File: src/rtl/hnf_txreq_queue_pkg.sv
// Shared types and constants for the HNF TXREQ queue: the CHI request flit
// layout and the default node IDs stamped onto outgoing requests.
package hnf_txreq_queue_pkg;

  localparam int CHI_MAX_LCRD = 15;

  localparam logic [6:0] HNF_NODE_ID_DEF = 7'h00;
  localparam logic [6:0] SNF_NODE_ID_DEF = 7'h10;

  typedef struct packed {
    logic [3:0]  qos;
    logic [6:0]  tgt_id;
    logic [6:0]  src_id;
    logic [7:0]  txn_id;
    logic [5:0]  opcode;
    logic [2:0]  size;
    logic [47:0] addr;
  } reqflit_t;

endpackage

File: src/rtl/hnf_txreq_queue_if.sv
// Request-in and TXREQ-out handshakes plus the L-credit grant of the queue.
// Valid/ready: a transfer happens on a posedge where valid and ready are both
// high; a source must not make valid depend on ready in the same cycle.
interface hnf_txreq_queue_if;
  import hnf_txreq_queue_pkg::*;

  reqflit_t req_in;
  logic     req_in_valid;
  logic     req_in_ready;
  logic     lcrd_grant;
  reqflit_t txreqflit;
  logic     txreq_valid;
  logic     txreq_ready;

  modport master (
    output req_in, req_in_valid, lcrd_grant, txreq_ready,
    input  req_in_ready, txreqflit, txreq_valid
  );

  modport slave (
    input  req_in, req_in_valid, lcrd_grant, txreq_ready,
    output req_in_ready, txreqflit, txreq_valid
  );
endinterface

File: src/rtl/hnf_txreq_queue_chi_flit_fifo.sv
// Generic synchronous FIFO with wrap-bit pointers; full/empty come from
// pointer compare, count from pointer difference.
module chi_flit_fifo #(
  parameter type T     = logic,
  parameter int  DEPTH = 4
) (
  input  logic                     clock,
  input  logic                     reset,
  input  logic                     push_i,
  input  T                         push_data_i,
  input  logic                     pop_i,
  output T                         pop_data_o,
  output logic                     full_o,
  output logic                     empty_o,
  output logic [$clog2(DEPTH):0]   count_o
);
  localparam int AW = $clog2(DEPTH);
  localparam logic [AW:0] PTR_ONE = 1;

  T            mem_q [DEPTH];
  logic [AW:0] wr_ptr_q, wr_ptr_d;
  logic [AW:0] rd_ptr_q, rd_ptr_d;
  logic        do_push;
  logic        do_pop;

  assign full_o  = (wr_ptr_q[AW] != rd_ptr_q[AW]) &&
                   (wr_ptr_q[AW-1:0] == rd_ptr_q[AW-1:0]);
  assign empty_o = (wr_ptr_q == rd_ptr_q);
  assign count_o = wr_ptr_q - rd_ptr_q;
  assign pop_data_o = mem_q[rd_ptr_q[AW-1:0]];

  // Guard here too so a careless caller can never corrupt the pointers.
  assign do_push = push_i && !full_o;
  assign do_pop  = pop_i && !empty_o;

  always_comb begin
    wr_ptr_d = wr_ptr_q;
    rd_ptr_d = rd_ptr_q;
    if (do_push) wr_ptr_d = wr_ptr_q + PTR_ONE;
    if (do_pop)  rd_ptr_d = rd_ptr_q + PTR_ONE;
  end

  always_ff @(posedge clock) begin
    if (reset) begin
      wr_ptr_q <= '0;
      rd_ptr_q <= '0;
    end else begin
      wr_ptr_q <= wr_ptr_d;
      rd_ptr_q <= rd_ptr_d;
    end
  end

  always_ff @(posedge clock) begin
    if (do_push) mem_q[wr_ptr_q[AW-1:0]] <= push_data_i;
  end
endmodule

File: src/rtl/hnf_txreq_queue.sv
// Buffers ReadNoSnp flits from the HNF pipeline and releases one per CHI
// TXREQ L-credit held, stamping SrcID/TgtID on the way out.
module hnf_txreq_queue
  import hnf_txreq_queue_pkg::*;
#(
  parameter int         DEPTH       = 4,
  parameter int         MAX_LCRD    = CHI_MAX_LCRD,
  parameter logic [6:0] HNF_NODE_ID = HNF_NODE_ID_DEF,
  parameter logic [6:0] SNF_NODE_ID = SNF_NODE_ID_DEF
) (
  input  logic                            clock,
  input  logic                            reset,
  hnf_txreq_queue_if.slave                bus,
  output logic [$clog2(MAX_LCRD+1)-1:0]   lcrd_cnt,
  output logic [$clog2(DEPTH+1)-1:0]      occupancy,
  output logic                            lcrd_overflow
);
  localparam int LW = $clog2(MAX_LCRD + 1);
  localparam logic [LW-1:0] CNT_ONE = 1;

  reqflit_t        head_flit;
  reqflit_t        out_flit;
  logic            fifo_full;
  logic            fifo_empty;
  logic            issue;
  logic [LW-1:0]   lcrd_cnt_q, lcrd_cnt_d;
  logic            lcrd_overflow_q, lcrd_overflow_d;

  chi_flit_fifo #(
    .T     (reqflit_t),
    .DEPTH (DEPTH)
  ) u_fifo (
    .clock       (clock),
    .reset       (reset),
    .push_i      (bus.req_in_valid && !fifo_full),
    .push_data_i (bus.req_in),
    .pop_i       (issue),
    .pop_data_o  (head_flit),
    .full_o      (fifo_full),
    .empty_o     (fifo_empty),
    .count_o     (occupancy)
  );

  // No push-on-pop when full: ready depends on registered state only.
  assign bus.req_in_ready = !fifo_full;
  assign bus.txreq_valid  = !fifo_empty && (lcrd_cnt_q != '0);
  assign issue            = bus.txreq_valid && bus.txreq_ready;

  always_comb begin
    out_flit        = head_flit;
    out_flit.src_id = HNF_NODE_ID;
    out_flit.tgt_id = SNF_NODE_ID;
  end
  assign bus.txreqflit = out_flit;

  always_comb begin
    lcrd_cnt_d      = lcrd_cnt_q;
    lcrd_overflow_d = lcrd_overflow_q;
    if (bus.lcrd_grant && !issue) begin
      if (lcrd_cnt_q == LW'(MAX_LCRD)) lcrd_overflow_d = 1'b1;
      else                             lcrd_cnt_d = lcrd_cnt_q + CNT_ONE;
    end else if (!bus.lcrd_grant && issue) begin
      lcrd_cnt_d = lcrd_cnt_q - CNT_ONE;
    end
  end

  always_ff @(posedge clock) begin
    if (reset) begin
      lcrd_cnt_q      <= '0;
      lcrd_overflow_q <= 1'b0;
    end else begin
      lcrd_cnt_q      <= lcrd_cnt_d;
      lcrd_overflow_q <= lcrd_overflow_d;
    end
  end

  assign lcrd_cnt      = lcrd_cnt_q;
  assign lcrd_overflow = lcrd_overflow_q;
endmodule

File: src/flat_wrapper.sv
// flat-port wrapper written by rule: the top's interface ports become plain ports
module hnf_txreq_queue_flat import hnf_txreq_queue_pkg::*;
#(
  parameter int         DEPTH       = 4,
  parameter int         MAX_LCRD    = CHI_MAX_LCRD,
  parameter logic [6:0] HNF_NODE_ID = HNF_NODE_ID_DEF,
  parameter logic [6:0] SNF_NODE_ID = SNF_NODE_ID_DEF
)
  (clock, reset, lcrd_cnt, occupancy, lcrd_overflow, bus_req_in, bus_req_in_valid, bus_lcrd_grant, bus_txreq_ready, bus_req_in_ready, bus_txreqflit, bus_txreq_valid);
  hnf_txreq_queue_if bus_i ();
  input  logic clock;
  input  logic reset;
  output logic [$clog2(MAX_LCRD+1)-1:0] lcrd_cnt;
  output logic [$clog2(DEPTH+1)-1:0] occupancy;
  output logic lcrd_overflow;
  input wire logic [$bits(bus_i.req_in)-1:0] bus_req_in;
  input wire logic [$bits(bus_i.req_in_valid)-1:0] bus_req_in_valid;
  input wire logic [$bits(bus_i.lcrd_grant)-1:0] bus_lcrd_grant;
  input wire logic [$bits(bus_i.txreq_ready)-1:0] bus_txreq_ready;
  output wire logic [$bits(bus_i.req_in_ready)-1:0] bus_req_in_ready;
  output wire logic [$bits(bus_i.txreqflit)-1:0] bus_txreqflit;
  output wire logic [$bits(bus_i.txreq_valid)-1:0] bus_txreq_valid;
  assign bus_i.req_in = bus_req_in;
  assign bus_i.req_in_valid = bus_req_in_valid;
  assign bus_i.lcrd_grant = bus_lcrd_grant;
  assign bus_i.txreq_ready = bus_txreq_ready;
  assign bus_req_in_ready = bus_i.req_in_ready;
  assign bus_txreqflit = bus_i.txreqflit;
  assign bus_txreq_valid = bus_i.txreq_valid;
  hnf_txreq_queue #(.DEPTH(DEPTH), .MAX_LCRD(MAX_LCRD), .HNF_NODE_ID(HNF_NODE_ID), .SNF_NODE_ID(SNF_NODE_ID)) u_core (.clock(clock), .reset(reset), .bus(bus_i), .lcrd_cnt(lcrd_cnt), .occupancy(occupancy), .lcrd_overflow(lcrd_overflow));
endmodule
File: config.mk
export PLATFORM = sky130hd
export DESIGN_NAME = hnf_txreq_queue_flat
export DESIGN_NICKNAME = d
export VERILOG_FILES = /design/src/rtl/hnf_txreq_queue_pkg.sv /design/src/rtl/hnf_txreq_queue_if.sv /design/src/rtl/hnf_txreq_queue_chi_flit_fifo.sv /design/src/rtl/hnf_txreq_queue.sv /design/src/flat_wrapper.sv
export SDC_FILE = /design/constraint.sdc
export NUM_CORES = 1
export LEC_CHECK = 0
export ABC_AREA = 1
export CAP_MARGIN = 20
export CORE_ASPECT_RATIO = 0.9
export CORE_UTILIZATION = 45
export CTS_CLUSTER_DIAMETER = 40
export CTS_CLUSTER_SIZE = 28
export DETAILED_ROUTE_END_ITERATION = 10
export PLACE_DENSITY_LB_ADDON = 0.12
export SLEW_MARGIN = 20
export SYNTH_ARGS = -nofsm -noshare
export SYNTH_HDL_FRONTEND = slang
export SYNTH_HIERARCHICAL = 1
export SYNTH_SLANG_ARGS = --single-unit
File: constraint.sdc
create_clock -name clock -period 7.05 [get_ports clock]
set_input_delay 1.41 -clock clock [delete_from_list [all_inputs] [get_ports clock]]
set_output_delay 1.41 -clock clock [all_outputs]
set_load 0.01 [all_outputs]
==> run metrics <==
status=finished, final reports clean; Tightest Pin Transition=1.084 ns; GRT overflow=0; pin count of the biggest net entering global routing=106; standard cell with the maximum stage delay on the critical path=sky130_fd_sc_hd__inv_6; ant diodes=0; cts-stage hold buffer count=0; number of nets in the layout=1059; period utilization=0.6584; final number of hold-violating endpoints=0; wire length of the first global-routing pass=35950 microns; delay of the slowest cell on the worst path=0.70 ns; number of antenna violations at the first check in global routing=0; endpoint of the worst register-to-register path=u_core/u_fifo/mem_q[3][55]$_DFFE_PP_; Worst-path clk slew=0.06 ns; total routing resource utilization after global routing=0.1817; H-tree levels=2; post-route cell area=14120 sq um; initial core utilization=0.4613; starting DRC count in detailed routing=463; list of cells traversed by the critical path=inv_6 -> buf_4 -> o21ai_0 -> o22ai_1 -> clkdlybuf4s50_1; cell area power density=435.9 nW/um^2; height of the chip=152.0 microns; worst hold path cell count=1; CTS sink cnt=289; final count of negative-setup-slack endpoints=0; met3 capacity usage during global routing=0.05027; via count of the first global-routing pass=6503; total wire length after detailed routing=22880 microns; number of cells upsized or downsized after cts=0; count of pins over their slew limit=0; summed negative setup slack over all endpoints=0 ns; total DRC errors in the routed layout=0; Peak VDD IR=0.2389 mV; final hold slack=0.4665 ns; post-layout minimum cycle time=4.642 ns; kind of capture point of the worst setup path=output port; TritonCTS Buffers=35; number of iterations in the first detailed-routing pass=4; vias after detailed routing=6698; worst-case clock skew=0.02183 ns; data required time at the worst endpoint=5.64 ns; DIE AREA=25640 sq um; wire length per cell after detailed routing=17.33 microns; max capacitance violation total=0; setup repair bufs after CTS=0; met1 routing resource usage after global routing=0.2506; estimated wirelength of the detail-placed design=11970 microns; clock tree from TritonCTS=built; worst-path maximum fanout=105; CORE AREA=24390 sq um; startpoint of the worst-slack reg-to-reg timing path=u_core/u_fifo/wr_ptr_q[0]$_SDFFE_PP0P_; share of final-layout standard cells stronger than drive strength 1=0.08333; clock root buffer=sky130_fd_sc_hd__clkbuf_16; class of the tightest hold or removal check=reg2reg; path type of the worst setup path=reg2out; clk_lat worst skew=0.50 ns; most heavily used metal layer in global routing=met2; flop-to-flop setup slack=3.51 ns; Die X=168.7 microns; Mapped Area=11250 sq um; achievable clock frequency=215.4 MHz; met2 usage in global routing=0.2830; I/O pin count=181; worst-case reg-to-reg path depth=10; worst hold endpoint=u_core/lcrd_overflow$_SDFFE_PP0P_; number of rows created at floorplan=54; maximum buffer depth of the clock tree=3; final estimated routing congestion in global placement=0.7343; via/cell ratio=5.074; area growth from synthesis to layout=25.54%; number of instances in the synthesized netlist=813; leak pwr=4.858 nW; data arrival time of the critical path=3.23 ns; Area after DPL=12920 sq um; synthesized area divided by synthesized cell count=13.84 sq um; tightest slew margin relative to the limit=0.2773; hold path start=u_core/lcrd_overflow$_SDFFE_PP0P_; number of buffers inserted by port buffering=152; unrepaired setup endpoints after global routing=false; number of synthesis warnings=6; type of origin of the critical path=register; antenna violation net count after detailed routing=0
## stage by stage
stage	util	power [mW]	instances	setup WS, ns
finish	0.5791	6.157	1320	2.408
global route	0.5791	6.490	1320	2.183
CTS	0.5790	6.238	1320	2.095
detailed placement	0.5296	4.406	1259	2.665
global placement	0.5296	4.393	1259	2.685
floorplan	-	3.443	825	1.856
## critical path: cells and delay by family (launching register included)
family / cells / cell delay [ns]
buffers and inverters: 3 / 1.80
flip-flops: 1 / 0.55
AO/OA/AOI/OAI: 2 / 0.35
## per-layer routing
layer,up-vias,share of wire
met5,-,0
met4,0,0.016
met3,31,0.063
met2,172,0.46
met1,3239,0.46
li1,3256,-
## layout by cell type (no fill, tap or decap), types with 2 or more instances in the layout
| master | count |
|---|---|
| sky130_fd_sc_hd__fa_1 | 2 |
| sky130_fd_sc_hd__nor2_4 | 4 |
| sky130_fd_sc_hd__clkdlybuf4s50_1 | 152 |
| sky130_fd_sc_hd__nand2_1 | 21 |
| sky130_fd_sc_hd__xor2_1 | 2 |
| sky130_fd_sc_hd__o21ai_1 | 54 |
| sky130_fd_sc_hd__dfxtp_1 | 11 |
| sky130_fd_sc_hd__clkinv_4 | 3 |
| sky130_fd_sc_hd__clkinvlp_4 | 3 |
| sky130_fd_sc_hd__conb_1 | 14 |
| sky130_fd_sc_hd__nor2_2 | 2 |
| sky130_fd_sc_hd__clkinv_2 | 2 |
| sky130_fd_sc_hd__clkinv_8 | 2 |
| sky130_fd_sc_hd__o21ai_0 | 86 |
| sky130_fd_sc_hd__inv_1 | 26 |
| sky130_fd_sc_hd__clkbuf_16 | 37 |
| sky130_fd_sc_hd__o22ai_1 | 69 |
| sky130_fd_sc_hd__nand3_1 | 6 |
| sky130_fd_sc_hd__clkinv_1 | 4 |
| sky130_fd_sc_hd__nor2_1 | 153 |
| sky130_fd_sc_hd__inv_6 | 3 |
| sky130_fd_sc_hd__a21oi_1 | 9 |
| sky130_fd_sc_hd__edfxtp_1 | 276 |
| sky130_fd_sc_hd__clkbuf_1 | 2 |
| sky130_fd_sc_hd__ha_1 | 9 |
| sky130_fd_sc_hd__nand4_1 | 3 |
| sky130_fd_sc_hd__nand3_2 | 2 |
| sky130_fd_sc_hd__bufinv_16 | 4 |
| sky130_fd_sc_hd__nand2_2 | 3 |
| sky130_fd_sc_hd__buf_4 | 10 |
## area by class of cell
cell class,count,area [sq um]
Clock buffer,39,933.4
Clock inverter,22,271.5
Fill cell,1971,10270
Inverter,29,116.4
Multi-Input combinational cell,443,2233
Sequential cell,289,8553
Tap cell,336,420.4
Timing Repair Buffer,162,1597
## power breakdown
group	internal (mW)	switching, mW
combinational	0.922	1.15
clock	1.12	0.696
sequential	2.16	0.115
## state kept, by name, summed over array words and instances, names as in the netlist, named ones only
name and count:
u_core/u_fifo/mem_q 276, u_core/lcrd_cnt 4, u_core/u_fifo/wr_ptr_q 3, u_core/u_fifo/rd_ptr_q 3, u_core/lcrd_overflow 1
## worst max path at each step
stage                                start                             endpoint  slack [ns]  cells after the start
after floorplan           bus_req_in_valid  u_core/u_fifo/mem_q[0][0]$_DFFE_PP_        1.86                      4
after global placement            register                     bus_txreqflit[5]        2.69                      5
after detailed placement          register                     bus_txreqflit[5]        2.66                      5
after CTS                         register                    bus_txreqflit[81]        2.10                      5
after global routing              register                    bus_txreqflit[81]        2.18                      5
final                             register                    bus_txreqflit[81]        2.41                      5
(Power assumes the default switching activity.)
